$ cat src/rtl/riscv_types.sv
// Shared types for the memory-access stage: control vector, FSM states, funct3 encodings.
package riscv_types;

  // Control vector carried down the pipeline
  typedef struct packed {
    logic       reg_write;
    logic       mem_read;
    logic       mem_write;
    logic       branch;
    logic [2:0] funct3;
  } riscv_control_t;

  // Memory-access FSM states
  typedef enum logic [1:0] {
    ST_IDLE = 2'd0,
    ST_REQ  = 2'd1,
    ST_DONE = 2'd2
  } mem_state_e;

  // Load encodings
  localparam logic [2:0] F3_LB  = 3'b000;
  localparam logic [2:0] F3_LH  = 3'b001;
  localparam logic [2:0] F3_LW  = 3'b010;
  localparam logic [2:0] F3_LBU = 3'b100;
  localparam logic [2:0] F3_LHU = 3'b101;

  // Store encodings
  localparam logic [2:0] F3_SB  = 3'b000;
  localparam logic [2:0] F3_SH  = 3'b001;
  localparam logic [2:0] F3_SW  = 3'b010;

  // Access size, taken from funct3[1:0] for loads and stores alike
  localparam logic [1:0] SZ_B   = 2'b00;
  localparam logic [1:0] SZ_H   = 2'b01;
  localparam logic [1:0] SZ_W   = 2'b10;

endpackage

$ cat src/rtl/load_extend.sv
// Selects the addressed byte/half lane of a read word and sign- or zero-extends it.
module load_extend
  import riscv_types::*;
#(
  parameter int unsigned WIDTH = 32
) (
  input  logic [WIDTH-1:0] rdata_i,
  input  logic [1:0]       off_i,
  input  logic [2:0]       funct3_i,
  output logic [WIDTH-1:0] data_o
);

  logic [WIDTH-1:0] shifted;

  // Shift the addressed lane down to bit 0, then extend by load type
  always_comb begin
    shifted = rdata_i >> {off_i, 3'b000};
    data_o  = shifted;
    case (funct3_i)
      F3_LB:   data_o = {{(WIDTH-8){shifted[7]}}, shifted[7:0]};
      F3_LH:   data_o = {{(WIDTH-16){shifted[15]}}, shifted[15:0]};
      F3_LBU:  data_o = {{(WIDTH-8){1'b0}}, shifted[7:0]};
      F3_LHU:  data_o = {{(WIDTH-16){1'b0}}, shifted[15:0]};
      default: data_o = shifted;
    endcase
  end

endmodule

$ cat src/rtl/mem_access_stage.sv
// Pipeline memory-access stage: issues one data-bus transaction per load/store,
// stalls upstream while it is outstanding, and registers results for writeback.
module mem_access_stage
  import riscv_types::*;
#(
  parameter int unsigned WIDTH = 32,
  parameter int unsigned INDEX = 5
) (
  input  logic                 clk_in,
  input  logic                 rst_in,
  input  logic                 valid_in,
  input  logic [WIDTH-1:0]     alu_res_in,
  input  logic [WIDTH-1:0]     drs2_in,
  input  logic [INDEX-1:0]     rd_in,
  input  logic                 zero_in,
  input  logic [WIDTH-1:0]     pc_branch_in,
  input  riscv_control_t       ctrl_vector_in,
  output logic                 dmem_req_out,
  output logic                 dmem_we_out,
  output logic [WIDTH-1:0]     dmem_addr_out,
  output logic [WIDTH-1:0]     dmem_wdata_out,
  output logic [3:0]           dmem_be_out,
  input  logic                 dmem_ack_in,
  input  logic [WIDTH-1:0]     dmem_rdata_in,
  output logic                 stall_out,
  output logic                 pc_src_out,
  output logic [WIDTH-1:0]     pc_branch_out,
  output logic                 valid_out,
  output logic                 misalign_out,
  output logic [WIDTH-1:0]     load_data_out,
  output logic [WIDTH-1:0]     alu_res_out,
  output logic [INDEX-1:0]     rd_out,
  output riscv_control_t       ctrl_vector_out
);

  mem_state_e       state_q;
  logic             req_q, we_q, valid_q, misalign_q;
  logic [WIDTH-1:0] addr_q, wdata_q, load_data_q, alu_res_q;
  logic [3:0]       be_q;
  logic [1:0]       off_q;
  logic [INDEX-1:0] rd_q;
  riscv_control_t   ctrl_q;

  logic             is_mem_d, misalign_d, accept_d;
  logic [WIDTH-1:0] addr_d, wdata_d, ext_d;
  logic [3:0]       be_d;
  riscv_control_t   ctrl_clr_d;

  // Decode the incoming slot: alignment, bus address, byte enables, replicated store data
  always_comb begin
    is_mem_d   = ctrl_vector_in.mem_read | ctrl_vector_in.mem_write;
    addr_d     = {alu_res_in[WIDTH-1:2], 2'b00};
    misalign_d = 1'b0;
    be_d       = 4'b1111;
    wdata_d    = drs2_in;
    ctrl_clr_d = ctrl_vector_in;
    ctrl_clr_d.reg_write = 1'b0;
    case (ctrl_vector_in.funct3[1:0])
      SZ_H:    misalign_d = alu_res_in[0];
      SZ_W:    misalign_d = |alu_res_in[1:0];
      default: misalign_d = 1'b0;
    endcase
    if (ctrl_vector_in.mem_write) begin
      case (ctrl_vector_in.funct3)
        F3_SB: begin
          be_d    = 4'b0001 << alu_res_in[1:0];
          wdata_d = {(WIDTH/8){drs2_in[7:0]}};
        end
        F3_SH: begin
          be_d    = 4'b0011 << alu_res_in[1:0];
          wdata_d = {(WIDTH/16){drs2_in[15:0]}};
        end
        default: be_d = 4'b1111;
      endcase
    end
    accept_d = (state_q == ST_IDLE) & valid_in & is_mem_d & ~misalign_d;
  end

  load_extend #(.WIDTH(WIDTH)) u_load_extend (
    .rdata_i  (dmem_rdata_in),
    .off_i    (off_q),
    .funct3_i (ctrl_q.funct3),
    .data_o   (ext_d)
  );

  // Transaction FSM with registered bus and result outputs
  always_ff @(posedge clk_in or negedge rst_in) begin
    if (!rst_in) begin
      state_q     <= ST_IDLE;
      req_q       <= 1'b0;
      we_q        <= 1'b0;
      addr_q      <= '0;
      wdata_q     <= '0;
      be_q        <= '0;
      off_q       <= '0;
      valid_q     <= 1'b0;
      misalign_q  <= 1'b0;
      load_data_q <= '0;
      alu_res_q   <= '0;
      rd_q        <= '0;
      ctrl_q      <= '0;
    end else begin
      case (state_q)
        ST_IDLE: begin
          valid_q    <= 1'b0;
          misalign_q <= 1'b0;
          if (valid_in) begin
            alu_res_q <= alu_res_in;
            if (is_mem_d && misalign_d) begin
              valid_q     <= 1'b1;
              misalign_q  <= 1'b1;
              rd_q        <= '0;
              ctrl_q      <= ctrl_clr_d;
              load_data_q <= '0;
            end else if (is_mem_d) begin
              req_q   <= 1'b1;
              we_q    <= ctrl_vector_in.mem_write;
              addr_q  <= addr_d;
              be_q    <= be_d;
              wdata_q <= wdata_d;
              off_q   <= alu_res_in[1:0];
              rd_q    <= rd_in;
              ctrl_q  <= ctrl_vector_in;
              state_q <= ST_REQ;
            end else begin
              valid_q     <= 1'b1;
              rd_q        <= rd_in;
              ctrl_q      <= ctrl_vector_in;
              load_data_q <= '0;
            end
          end
        end
        ST_REQ: begin
          if (dmem_ack_in) begin
            req_q       <= 1'b0;
            we_q        <= 1'b0;
            valid_q     <= 1'b1;
            load_data_q <= ctrl_q.mem_read ? ext_d : '0;
            state_q     <= ST_DONE;
          end
        end
        ST_DONE: begin
          valid_q <= 1'b0;
          state_q <= ST_IDLE;
        end
        default: state_q <= ST_IDLE;
      endcase
    end
  end

  // Combinational stall and branch decision, forced low while reset is asserted
  assign stall_out     = rst_in & (accept_d | (state_q == ST_REQ));
  assign pc_src_out    = rst_in & valid_in & ctrl_vector_in.branch & zero_in & (state_q == ST_IDLE);
  assign pc_branch_out = rst_in ? pc_branch_in : '0;

  assign dmem_req_out    = req_q;
  assign dmem_we_out     = we_q;
  assign dmem_addr_out   = addr_q;
  assign dmem_wdata_out  = wdata_q;
  assign dmem_be_out     = be_q;
  assign valid_out       = valid_q;
  assign misalign_out    = misalign_q;
  assign load_data_out   = load_data_q;
  assign alu_res_out     = alu_res_q;
  assign rd_out          = rd_q;
  assign ctrl_vector_out = ctrl_q;

endmodule

$ cat config.mk
export PLATFORM = sky130hd
export DESIGN_NAME = mem_access_stage
export DESIGN_NICKNAME = d
export VERILOG_FILES = /design/src/rtl/riscv_types.sv /design/src/rtl/load_extend.sv /design/src/rtl/mem_access_stage.sv
export SDC_FILE = /design/constraint.sdc
export NUM_CORES = 1
export LEC_CHECK = 0
export BUFFER_PORTS_ARGS = -buffer_cell sky130_fd_sc_hd__buf_2
export CAP_MARGIN = 20
export CORE_MARGIN = 1.5
export CORE_UTILIZATION = 30
export DETAILED_ROUTE_END_ITERATION = 7
export HOLD_SLACK_MARGIN = 0.06
export PLACE_DENSITY = 0.59
export SLEW_MARGIN = 30
export SYNTH_ARGS = -nofsm -noshare
export SYNTH_HDL_FRONTEND = slang
export SYNTH_SLANG_ARGS = --single-unit
$ cat constraint.sdc
create_clock -name clk_in -period 2.15 [get_ports clk_in]
set_input_delay 0.215 -clock clk_in [delete_from_list [all_inputs] [get_ports clk_in]]
set_output_delay 0.215 -clock clk_in [all_outputs]
set_load 0.05 [all_outputs]
== Word-level counts from Yosys, hierarchy flattened ==
Cells that the tools add are included.
Widths: inputs -> output; s select.

* Logic and storage cells: 94
* Bits of input ports: 145
* Output and inout bits: 182
* Register bits: 150

* Eq/ne operators: 13
* Multiplexer cells: 36
* Reduce and logical (&&, ||, !) cells: 13
* Bitwise operators: 12
* Shifts and indexed selects: 3

{| class="wikitable"
|+ Operator list
! kind !! count
|-
| $mux 32 || 7
|-
| $pmux 32 s2 || 2
|-
| $pmux 32 s4 || 1
|-
| $shr 32x5->32 || 1
|-
| $mux 1 || 13
|-
| $reduce_and 4->1 || 3
|-
| $and 1x1->1 || 8
|-
| $mux 2 || 4
|-
| $ne 2x2->1 const B || 4
|-
| $pmux 4 s2 || 1
|-
| $mux 7 || 1
|-
| $eq 3x1->1 const B || 2
|-
| $eq 3x3->1 const B || 2
|-
| $logic_not 3->1 || 2
|-
| $pmux 1 s2 || 3
|-
| $mux 5 || 1
|-
| $reduce_and 5->1 || 1
|-
| $eq 2x1->1 const B || 2
|-
| $eq 2x2->1 const B || 2
|-
| $mux 4 || 1
|-
| $pmux 2 s2 || 1
|-
| $reduce_and 2->1 || 2
|-
| $shl 1x2->4 const A || 1
|-
| $shl 2x2->4 const A || 1
|-
| 9 further kinds || 11
|}

== Longest topological paths before layout ==
Gate-level depths: netlist of run 1.

* Word-level depth: 6
* Gate-level depth with buffers: 10

== Hierarchy ==
A second synthesis of run 1 with hierarchy kept.

* Cells, all modules: 706
* Area total of the unflattened synthesis: 7315.8 sq um

{| class="wikitable"
|+ By module, submodules not included
! module !! seq. area each (sq um) !! cells an instance !! times used !! area an instance (sq um)
|-
| mem_access_stage || 3753.6 || 599 || 1 || 6621.4
|-
| load_extend || 0.0 || 107 || 1 || 694.4
|}

== Worst setup path before layout of run 1 ==
No wires, ideal clock.

* Kind: register to output
* From: reg state_q[1]
* To: out stall_out
* Data arrival time: 2.684 ns
* Required time: 1.935 ns
* Setup slack: -0.749 ns
* Stages on the path, launching flop included: 8
* Path through: dfrtp_1 > inv_1 > ha_1 > clkbuf_1 > nand2_1 > nand4b_1 > clkbuf_1 > a21boi_0

* Cells in the longest elaborated chain, start to end: 6
* Elaborated cells between the ends (all ways): 7
* Those cells by class: eq/ne (1); bitwise (5); reduce/logical (1)

{| class="wikitable"
|+ Ends and longest elaborated chain
! what !! RTL line !! source
|-
| start, declared || mem_access_stage.sv:36 || <nowiki>mem_state_e state_q;</nowiki>
|-
| start signal, assigned || mem_access_stage.sv:89 || <nowiki>state_q <= ST_IDLE;</nowiki>
|-
| start signal, assigned || mem_access_stage.sv:124 || <nowiki>state_q <= ST_REQ;</nowiki>
|-
| start signal, assigned || mem_access_stage.sv:139 || <nowiki>state_q <= ST_DONE;</nowiki>
|-
| $logic_not 2->1 || mem_access_stage.sv:76 || <nowiki>accept_d = (state_q == ST_IDLE) & valid_in & is_mem_d & ~misalign_d;</nowiki>
|-
| $and 1x1->1 (3 in series) || mem_access_stage.sv:76 ||
|-
| $or 1x1->1 (*) || mem_access_stage.sv:152 || <nowiki>assign stall_out = rst_in & (accept_d | (state_q == ST_REQ));</nowiki>
|-
| $and 1x1->1 (*) || mem_access_stage.sv:152 ||
|-
| end, declared || mem_access_stage.sv:25 || <nowiki>output logic stall_out,</nowiki>
|}

Every way passes the cells marked *; elsewhere a longest branch is shown, timed or not.

== Final worst setup path of run 1 ==
* From: reg state_q[0]
* To: out stall_out

The elaborated chain is that of the path after synthesis.

==> qor.yml, run 1 <==
layout.cells.non_filler: 1363
pin_count: 327
grt_max_degree: 64
antenna_found_initial: 3
final-setup-viol-count: 0
synth_edf_count: 0
slew_violations: 0
p_leak_nw: 5.38
timing.final.crit_share_pct: 94.7
area_growth_pct: 48.7
worstSkewPairLatency_ps: 420
crit_type: "flip-flop to output pin"
synth_top_family_by_area: "simple AND/OR/NAND/NOR gates"
maxCapViolations: 0
place_area_mm2: 0.00914
clk_pin_slew_ps: 70
synth_top_area_share_pct: 53.7
syn_inst: 671
synthAdderAreaFrac_pct: 1.25
tightest_slew_ps: 865
synth_area_leaders: "dfrtp_1 (54%), nand2_1 (7.9%), mux2_2 (7.3%)"
max_slew_margin_pct: 42.2
dieArea_mm2: 0.0242
cts_sinks: 150
dpl.hpwl_um: 17100
layout-drive-gt1-share_pct: 42.9
dp_cells: 1271
yosysWarnings: 0
synth_seq_cells: 150
first_global_vias: 6636
cp_max_fo: 9
grt.total_usage_pct: 19.6
route.detailed.drc: 0
floorplan.initialDensity_pct: 30.8
finalHoldViolCount: 0
numPortBuffers: 324
grt-ovfl-total: 0
die_w_um: 156
syn_area_mm2: 0.00698
wire_per_inst_um: 17.3
ant_nets: 0
final_cell_area_mm2: 0.0104
rsz0062_at_grt: "false"
seq_area_frac_synth_pct: 53.7
hold_path_class: "input port to flip-flop"
ys.flop_type: "dfrtp_1"
finalWirelength_um: 23600
yosysUniqueCellTypes: 51
fmax_mhz: 491
final_util_pct: 45.7
peakVddDrop_mv: 1.06
synth_common_cells: "dfrtp_1 (150), nand2_1 (147), mux2_2 (45)"
synth_compound_gate_area_share_pct: 12.5
status: "finished clean"
nFillCells: 2158
synth-xor-area-share_pct: 0.125
critPathArrivalTime_ps: 1820
cts_max_path_buffers: 2
yosys.area_share.simple_pct: 15.9
power_density_mw_per_mm2: 1770
endpoint_kind: "output pin"
cts_tree: "yes"
drt_iter0_drc: 346
start_kind: "flip-flop"
rows: 55
clock-root-buffer: "clkbuf_16"
vias_per_cell: 4.78
finalWeightedCongestion: 0.788
yosysTopAreaCell: "dfrtp_1"
die_h_um: 156
synth.most_common_cell: "dfrtp_1"
grt_pass1_wl_um: 36900
coreArea_mm2: 0.0227
min_period_ps: 2040
required_ps: 1930
power_mw: 18.4
synth_mux_area_share_pct: 12.3
numCtsBuffers: 17
nets: 1216
fin_skew_ps: 10.2
htree_num_levels: 4
vias: 6520
syn_avg_cell_area_um2: 10.4
synthArstFlopShare_pct: 100
firstDrtPassIters: 4
[stage by stage]
| stage | setup WS [ps] | hold WS [ps] | setup TNS [ps] |
|---|---|---|---|
| finish | 114 | 79.8 | 0 |
| global route | 1.86 | 65.3 | 0 |
| CTS | 6.68 | 60.9 | 0 |
| detailed placement | -105 | 186 | -736 |
| global placement | -40.1 | 185 | -302 |
| floorplan | 13.9 | -80.6 | 0 |
[flip-flops by register name, indices dropped and copies added, names as in the netlist]
name	cells
state_q	2
ctrl_vector_out	7
dmem_addr_out	30
dmem_req_out	1
load_data_out	32
dmem_wdata_out	32
dmem_be_out	4
rd_out	5
alu_res_out	32
misalign_out	1
valid_out	1
dmem_we_out	1
off_q	2
[report_power, final]
part           internal, mW  total [mW]  switching, mW
registers              4.15        4.94          0.786
logic                  2.86        10.3           7.44
clock network          1.78        3.15           1.38
total                  8.79        18.4           9.60
[routing by layer]
metal	wire length, um	up-vias	share of wire [%]	global-route usage, %
met4	304	4	1.3	4.81
met2	11000	253	47	31.1
li1	-	3102	-	-
met5	20	-	0.085	0
met1	10100	3132	43	25.4
met3	2090	29	8.9	7.08
[critical path, cell delays in order, from the launching register on]
cell and delay, ps:
dfrtp_1 420, inv_2 100, ha_4 190, nand2_4 90
nand4b_1 260, a21boi_4 180, buf_8 160
[timing repair]
item / 4_1_cts / 5_1_grt
resized for setup: 7 / 5
setup endpoints to repair: 10 / 18
hold endpoints to repair: 106 / 0
pin swaps: 0 / 1
buffers inserted: 1 / 3
hold buffers: 55 / 0
[layout make-up]
cell class,instances,area [um2],share of cell area [%]
Clock inverter,14,181,1.75
Antenna cell,1,2.50,0.0241
Timing Repair Buffer,424,2590,25.0
Inverter,16,60.1,0.578
Clock buffer,18,429,4.13
Tap cell,285,357,3.43
Sequential cell,150,3750,36.1
Multi-Input combinational cell,455,3010,29.0
[placed cells by master (no fill, tap or decap), drive strengths merged, types with 2 or more instances in the layout]
cell type    netlist  final
mux2i             33     33
o22ai             18     18
buf               22    369
inv               15     24
or2                3      3
nand2b             2      2
nand3b             9      9
nand2            147    147
ha                 7      7
dfrtp            150    150
conb               1      2
a221o             16     16
a22o               8      8
nand3              5      5
a21oi             26     26
clkbuf            29     18
bufinv             0      2
dlygate4sd3        0     55
nor4               2      2
o211ai             8      8
mux2              45     45
clkinv             1      3
o21ai             25     25
nor2b              6      6
a22oi              8      8
nor2              24     24
and2              33     33
o2bb2ai            9      9
[path summary, 6_finish.rpt]
check | startpoint | depth (start not counted) | slack, ps | endpoint
setup / recovery | state_q[0]$_DFFE_PN0P_ | 6 | 110 | stall_out
hold / removal | drs2_in[27] | 3 | 80 | dmem_wdata_out[27]$_DFFE_PN0P_
setup reg to reg | state_q[0]$_DFFE_PN0P_ | 6 | 120 | load_data_out[29]$_DFFE_PN0P_
hold reg to reg | dmem_addr_out[31]$_DFFE_PN0P_ | 2 | 470 | dmem_addr_out[31]$_DFFE_PN0P_
max in group asynchronous | rst_in | 4 | 720 | dmem_wdata_out[13]$_DFFE_PN0P_
min in group asynchronous | rst_in | 2 | 280 | load_data_out[27]$_DFFE_PN0P_
[cells by family (layout without fill, tap and decap cells)]
logic type,after synthesis,in the layout
simple gates,239,239
flops,150,150
compound gates,127,127
mux,79,79
buf+inv,67,472
fa+ha+maj,7,7
other cells,1,3
xor+xnor,1,1
No activity file was read; power rests on OpenSTA's default activity.
==> inputs of run 2 (changes only) <==
--- a/config.mk
+++ b/config.mk
@@ -11,7 +11,7 @@
 export CORE_UTILIZATION = 30
 export DETAILED_ROUTE_END_ITERATION = 7
 export HOLD_SLACK_MARGIN = 0.06
-export PLACE_DENSITY = 0.59
+export PLACE_DENSITY_LB_ADDON = 0.15
 export SLEW_MARGIN = 30
 export SYNTH_ARGS = -nofsm -noshare
 export SYNTH_HDL_FRONTEND = slang
==> constraint.sdc (replaced) <==
create_clock -name clk_in -period 1.8 [get_ports clk_in]
set_input_delay 0.18 -clock clk_in [delete_from_list [all_inputs] [get_ports clk_in]]
set_output_delay 0.18 -clock clk_in [all_outputs]
set_load 0.05 [all_outputs]
==> qor.yml, run 2 (synthesized netlist as in run 1, its figures left out) <==
rsz0062_at_grt: "true"
antenna_found_initial: 3
r2r_end: "off_q[1]$_DFFE_PN0P_"
p_switching_mw: 12.2
required_ps: 2110
htree_num_levels: 4
dieArea_mm2: 0.0242
grt_max_degree: 83
drt_iter0_drc: 358
firstDrtPassIters: 5
grt-ovfl-total: 0
multiInputGateArea_mm2: 0.00343
coreArea_mm2: 0.0227
finalHoldViolCount: 0
seqCellArea_mm2: 0.00375
clk_pin_slew_ps: 70
route.detailed.drc: 0
r2r_setup_slack_ps: -190
endpoint_kind: "flip-flop"
status: "finished, violations left"
finalWirelength_um: 25700
seqPwrFrac_pct: 25.4
rr_worst_depth: 9
setup_ws_ps: -187
nets: 1282
setup_tns_ps: -10660
die_h_um: 156
internal_power_mw: 11.7
cts_sinks: 150
area_growth_pct: 68.5
whs_endpoint: "dmem_wdata_out[22]$_DFFE_PN0P_"
worstSkewPairLatency_ps: 430
start_kind: "flip-flop"
fmax_mhz: 503
maxCapViolations: 0
power_density_mw_per_mm2: 2030
numCtsBuffers: 17
dp_slack_ps: -144
pwr-share-comb_pct: 59.5
hold_depth: 3
final-setup-viol-count: 94
vias_per_cell: 4.77
critPathArrivalTime_ps: 2290
layout-drive-gt1-share_pct: 52.1
crit_type: "flip-flop to flip-flop"
p_leak_nw: 5.96
peakVddDrop_mv: 1.16
cts_tree: "yes"
numPortBuffers: 324
cp_max_fo: 8
hp-start: "drs2_in[22]"
violations: "negative setup slack"
grt_pass1_wl_um: 36800
timing.final.crit_share_pct: 110
cts_max_path_buffers: 2
first_global_vias: 6723
mostFrequentLayoutCells: "buf_2 (321), dfrtp_1 (149), nand2_1 (80)"
wire_per_inst_um: 17.9
die_w_um: 156
clkPwrFrac_pct: 15.1
rows: 55
hold_path_class: "input port to flip-flop"
slew_violations: 0
clock-root-buffer: "clkbuf_16"
fin_skew_ps: 8.66
pin_count: 327
floorplan.initialDensity_pct: 30.8
min_period_ps: 1990
grt.total_usage_pct: 19.6
power_mw: 23.9
nFillCells: 2076
swShare_pct: 51.2
ant_nets: 0
reg2reg_from: "state_q[0]$_DFFE_PN0P_"
vias: 6828
dpl.hpwl_um: 16900
finalWeightedCongestion: 0.831
final_common_cell: "buf_2"
[run 2: changes by cell type in the layout (fill, tap and decap cells not counted), sizes merged]
cell	previous run	this run
clkbuf	18	29
buf	369	401
inv	24	25
clkinvlp	1	2
diode	1	3
bufinv	2	1
dlygate4sd3	55	77
[run 2: worst max path at each step]
stage	startpoint	to	slack [ps]
global placement	ctrl_vector_in[1]	load_data_out[16]$_DFFE_PN0P_	-120
floorplan	state_q[0]$_DFFE_PN0P_	load_data_out[28]$_DFFE_PN0P_	-120
global route	state_q[0]$_DFFE_PN0P_	stall_out	-240
finish	state_q[0]$_DFFE_PN0P_	off_q[1]$_DFFE_PN0P_	-190
CTS	state_q[0]$_DFFE_PN0P_	stall_out	-220
detailed placement	ctrl_vector_in[1]	load_data_out[17]$_DFFE_PN0P_	-140
[run 2: power by group through the flow]
stage	sequential (mW)	combinational, mW	clock, mW
3_5_place_dp	5.91	12.4	0
5_1_grt	6.26	14.9	3.85
4_1_cts	5.91	12.7	3.72
2_1_floorplan	11.2	3.69	0
3_3_place_gp	5.90	12.4	0
6_report	6.06	14.2	3.61
[run 2: final cells by class]
type / count / share of cell area [%]
tap: 285 / 3.03
timing repair buffer: 490 / 30.4
antenna: 3 / 0.0638
multi-input combinational: 455 / 29.2
inverter: 16 / 0.510
clock inverter: 15 / 1.35
sequential: 150 / 31.9
clock buffer: 17 / 3.61
[run 2: routing by layer]
metal / GRT usage (%) / part of all wire, %
met1: 26.4 / 45
met2: 30.8 / 47
met3: 5.14 / 6.3
met4: 6.17 / 1.8
met5: 0 / 0
[run 2: repair_timing]
action,4_1_cts,5_1_grt
endpoints found under the hold margin,237,1
gates resized for setup,15,146
pin swaps,6,75
hold buffers,76,1
cloned,0,16
buffers inserted,5,10
endpoints found under the setup margin,94,91
[run 2: per-stage QoR]
step	hold WS [ps]	cell area [um2]	std cells	util, %
after CTS	61.3	10800	1401	47.6
final	71.3	11800	1431	51.8
after global placement	76.7	9360	1288	41.2
after floorplan	-116	7080	672	-
after detailed placement	79.8	9360	1288	41.2
after global routing	76.0	11800	1431	51.8
[run 2: worst max-delay path: stages (launching register included)]
cell and delay (ps):
dfrtp_1 420, inv_2 100, ha_4 160, nand2_4 50
buf_4 150, buf_6 120, and4b_4 480, buf_12 160
clkbuf_16 170, o21ai_1 60
==> inputs of run 3 (changes only) <==
==> constraint.sdc (replaced) <==
create_clock -name clk_in -period 2.4 [get_ports clk_in]
set_input_delay 0.24 -clock clk_in [delete_from_list [all_inputs] [get_ports clk_in]]
set_output_delay 0.24 -clock clk_in [all_outputs]
set_load 0.05 [all_outputs]
==> qor.yml, run 3 (synthesized netlist as in run 1, its figures left out) <==
die_h_um: 156
use_met2_pct: 30.1
coreArea_mm2: 0.0227
grt.total_usage_pct: 19.0
finalWirelength_um: 22500
firstDrtPassIters: 4
dieArea_mm2: 0.0242
rsz0062_at_grt: "false"
die_w_um: 156
cpPeakStageDelay_ps: 370
status: "finished clean"
power_mw: 16.1
floorplan.initialDensity_pct: 30.8
first_global_vias: 6454
dpl.hpwl_um: 16100
cp-startpoint: "state_q[1]$_DFFE_PN0P_"
antenna_found_initial: 1
layout-drive-gt1-share_pct: 41.8
final_util_pct: 44.1
cts_tree: "yes"
max_slew_margin_pct: 38.3
finalHoldViolCount: 0
grt_use_met1_pct: 24.8
timing.final.crit_share_pct: 95.2
nets: 1181
maxCapViolations: 0
rr_worst_depth: 6
critPathArrivalTime_ps: 2040
grt_use_met3_pct: 5.94
setup_tns_ps: 0
numPortBuffers: 324
numCtsBuffers: 17
area_growth_pct: 43.4
cts_sinks: 150
grt-ovfl-total: 0
wire_per_inst_um: 16.9
drt_iter0_drc: 263
htree_num_levels: 4
seqCellArea_mm2: 0.00375
endpoint_kind: "output pin"
hold_depth: 3
power_density_mw_per_mm2: 1610
cp_max_fo: 45
top_usage_layer: "met2"
pin_count: 327
ant_nets: 0
tightest_slew_ps: 917
fin_skew_ps: 13.5
hold_path_class: "input port to flip-flop"
mostFrequentLayoutCells: "buf_2 (322), dfrtp_1 (150), nand2_1 (146)"
final-setup-viol-count: 0
peakVddDrop_mv: 0.783
nFillCells: 2268
route.detailed.drc: 0
hp-start: "drs2_in[6]"
cp_cell_sequence: "inv_1 -> ha_2 -> nand2_2 -> buf_4 -> buf_12 -> nor2_1 -> clkbuf_4"
cts_max_path_buffers: 2
grt_max_degree: 75
multiInputGateArea_mm2: 0.00296
final_common_cell: "buf_2"
worstSkewPairLatency_ps: 430
min_period_ps: 2280
vias: 6257
grt_pass1_wl_um: 35800
vias_per_cell: 4.71
reg2reg_from: "state_q[1]$_DFFE_PN0P_"
clk_pin_slew_ps: 60
slowest_stage: "dfrtp_1"
start_kind: "flip-flop"
slew_violations: 0
required_ps: 2160
crit_type: "flip-flop to output pin"
finalWeightedCongestion: 0.786
p_leak_nw: 5.19
rows: 55
fmax_mhz: 438
clock-root-buffer: "clkbuf_16"
-- run 3: cell types whose count changed in the layout (fill, tap and decap cells not counted), moves of 5 or more --
cell / change
buf_4: -28
nand2_4: -21
nand2_1: +66
o21ai_0: +10
o2bb2ai_1: +9
o2bb2ai_2: -8
o21ai_1: -8
nand2_2: -45
clkbuf_16: -12
buf_8: -5
buf_12: -9
dlygate4sd3_1: -33
buf_6: -14
-- run 3: area by class of cell --
type,instances,share of cell area [%]
repair buffers,389,22.7
clock buffers,18,4.38
clock inverters,14,1.62
well taps,285,3.56
diodes,1,0.0250
multi-input cells,455,29.6
inverters,16,0.600
flip-flops and latches,150,37.5
-- run 3: metrics by stage --
| stage | instances | cell area, um2 | hold WS [ps] | setup WS, ps |
|---|---|---|---|---|
| global route | 1327 | 10000 | 75.3 | 12.2 |
| global placement | 1250 | 8960 | 165 | 143 |
| floorplan | 672 | 6990 | -55.6 | 9.47 |
| CTS | 1327 | 10000 | 60.6 | 75.5 |
| finish | 1328 | 10000 | 76.0 | 116 |
| detailed placement | 1250 | 8960 | 169 | 119 |
-- run 3: what timing repair did --
item	in CTS	in global routing
hold buffers	44	0
buffers inserted	1	0
gates resized for setup	1	1
pin swaps	0	0
hold endpoints to repair	84	0
endpoints found under the setup margin	2	1
-- run 3: final timing paths --
check,endpoint,slack (ps)
max,pc_src_out,120
min,dmem_wdata_out[6]$_DFFE_PN0P_,80
max reg2reg,load_data_out[26]$_DFFE_PN0P_,180
min reg2reg,dmem_be_out[0]$_DFFE_PN0P_,460
max in group asynchronous,dmem_wdata_out[4]$_DFFE_PN0P_,1030
min in group asynchronous,load_data_out[4]$_DFFE_PN0P_,290
-- run 3: per-layer routing --
metal,routed length [um],part of all wire [%],vias up
met1,10000,44,2953
li1,-,-,3036
met4,501,2.2,2
met5,12,0.053,-
met2,10500,46,231
met3,1520,6.8,35
-- run 3: worst max-delay path, delay by kind of cell (launching register included) --
kind          cells  cell delay, ps
fa+ha+maj         1             300
simple gates      2             220
flops             1             370
buf+inv           4             710
-- run 3: where the power goes --
part,internal (mW),switching (mW)
clock,1.59,1.16
combinational,2.38,6.57
sequential,3.72,0.667
total,7.69,8.39
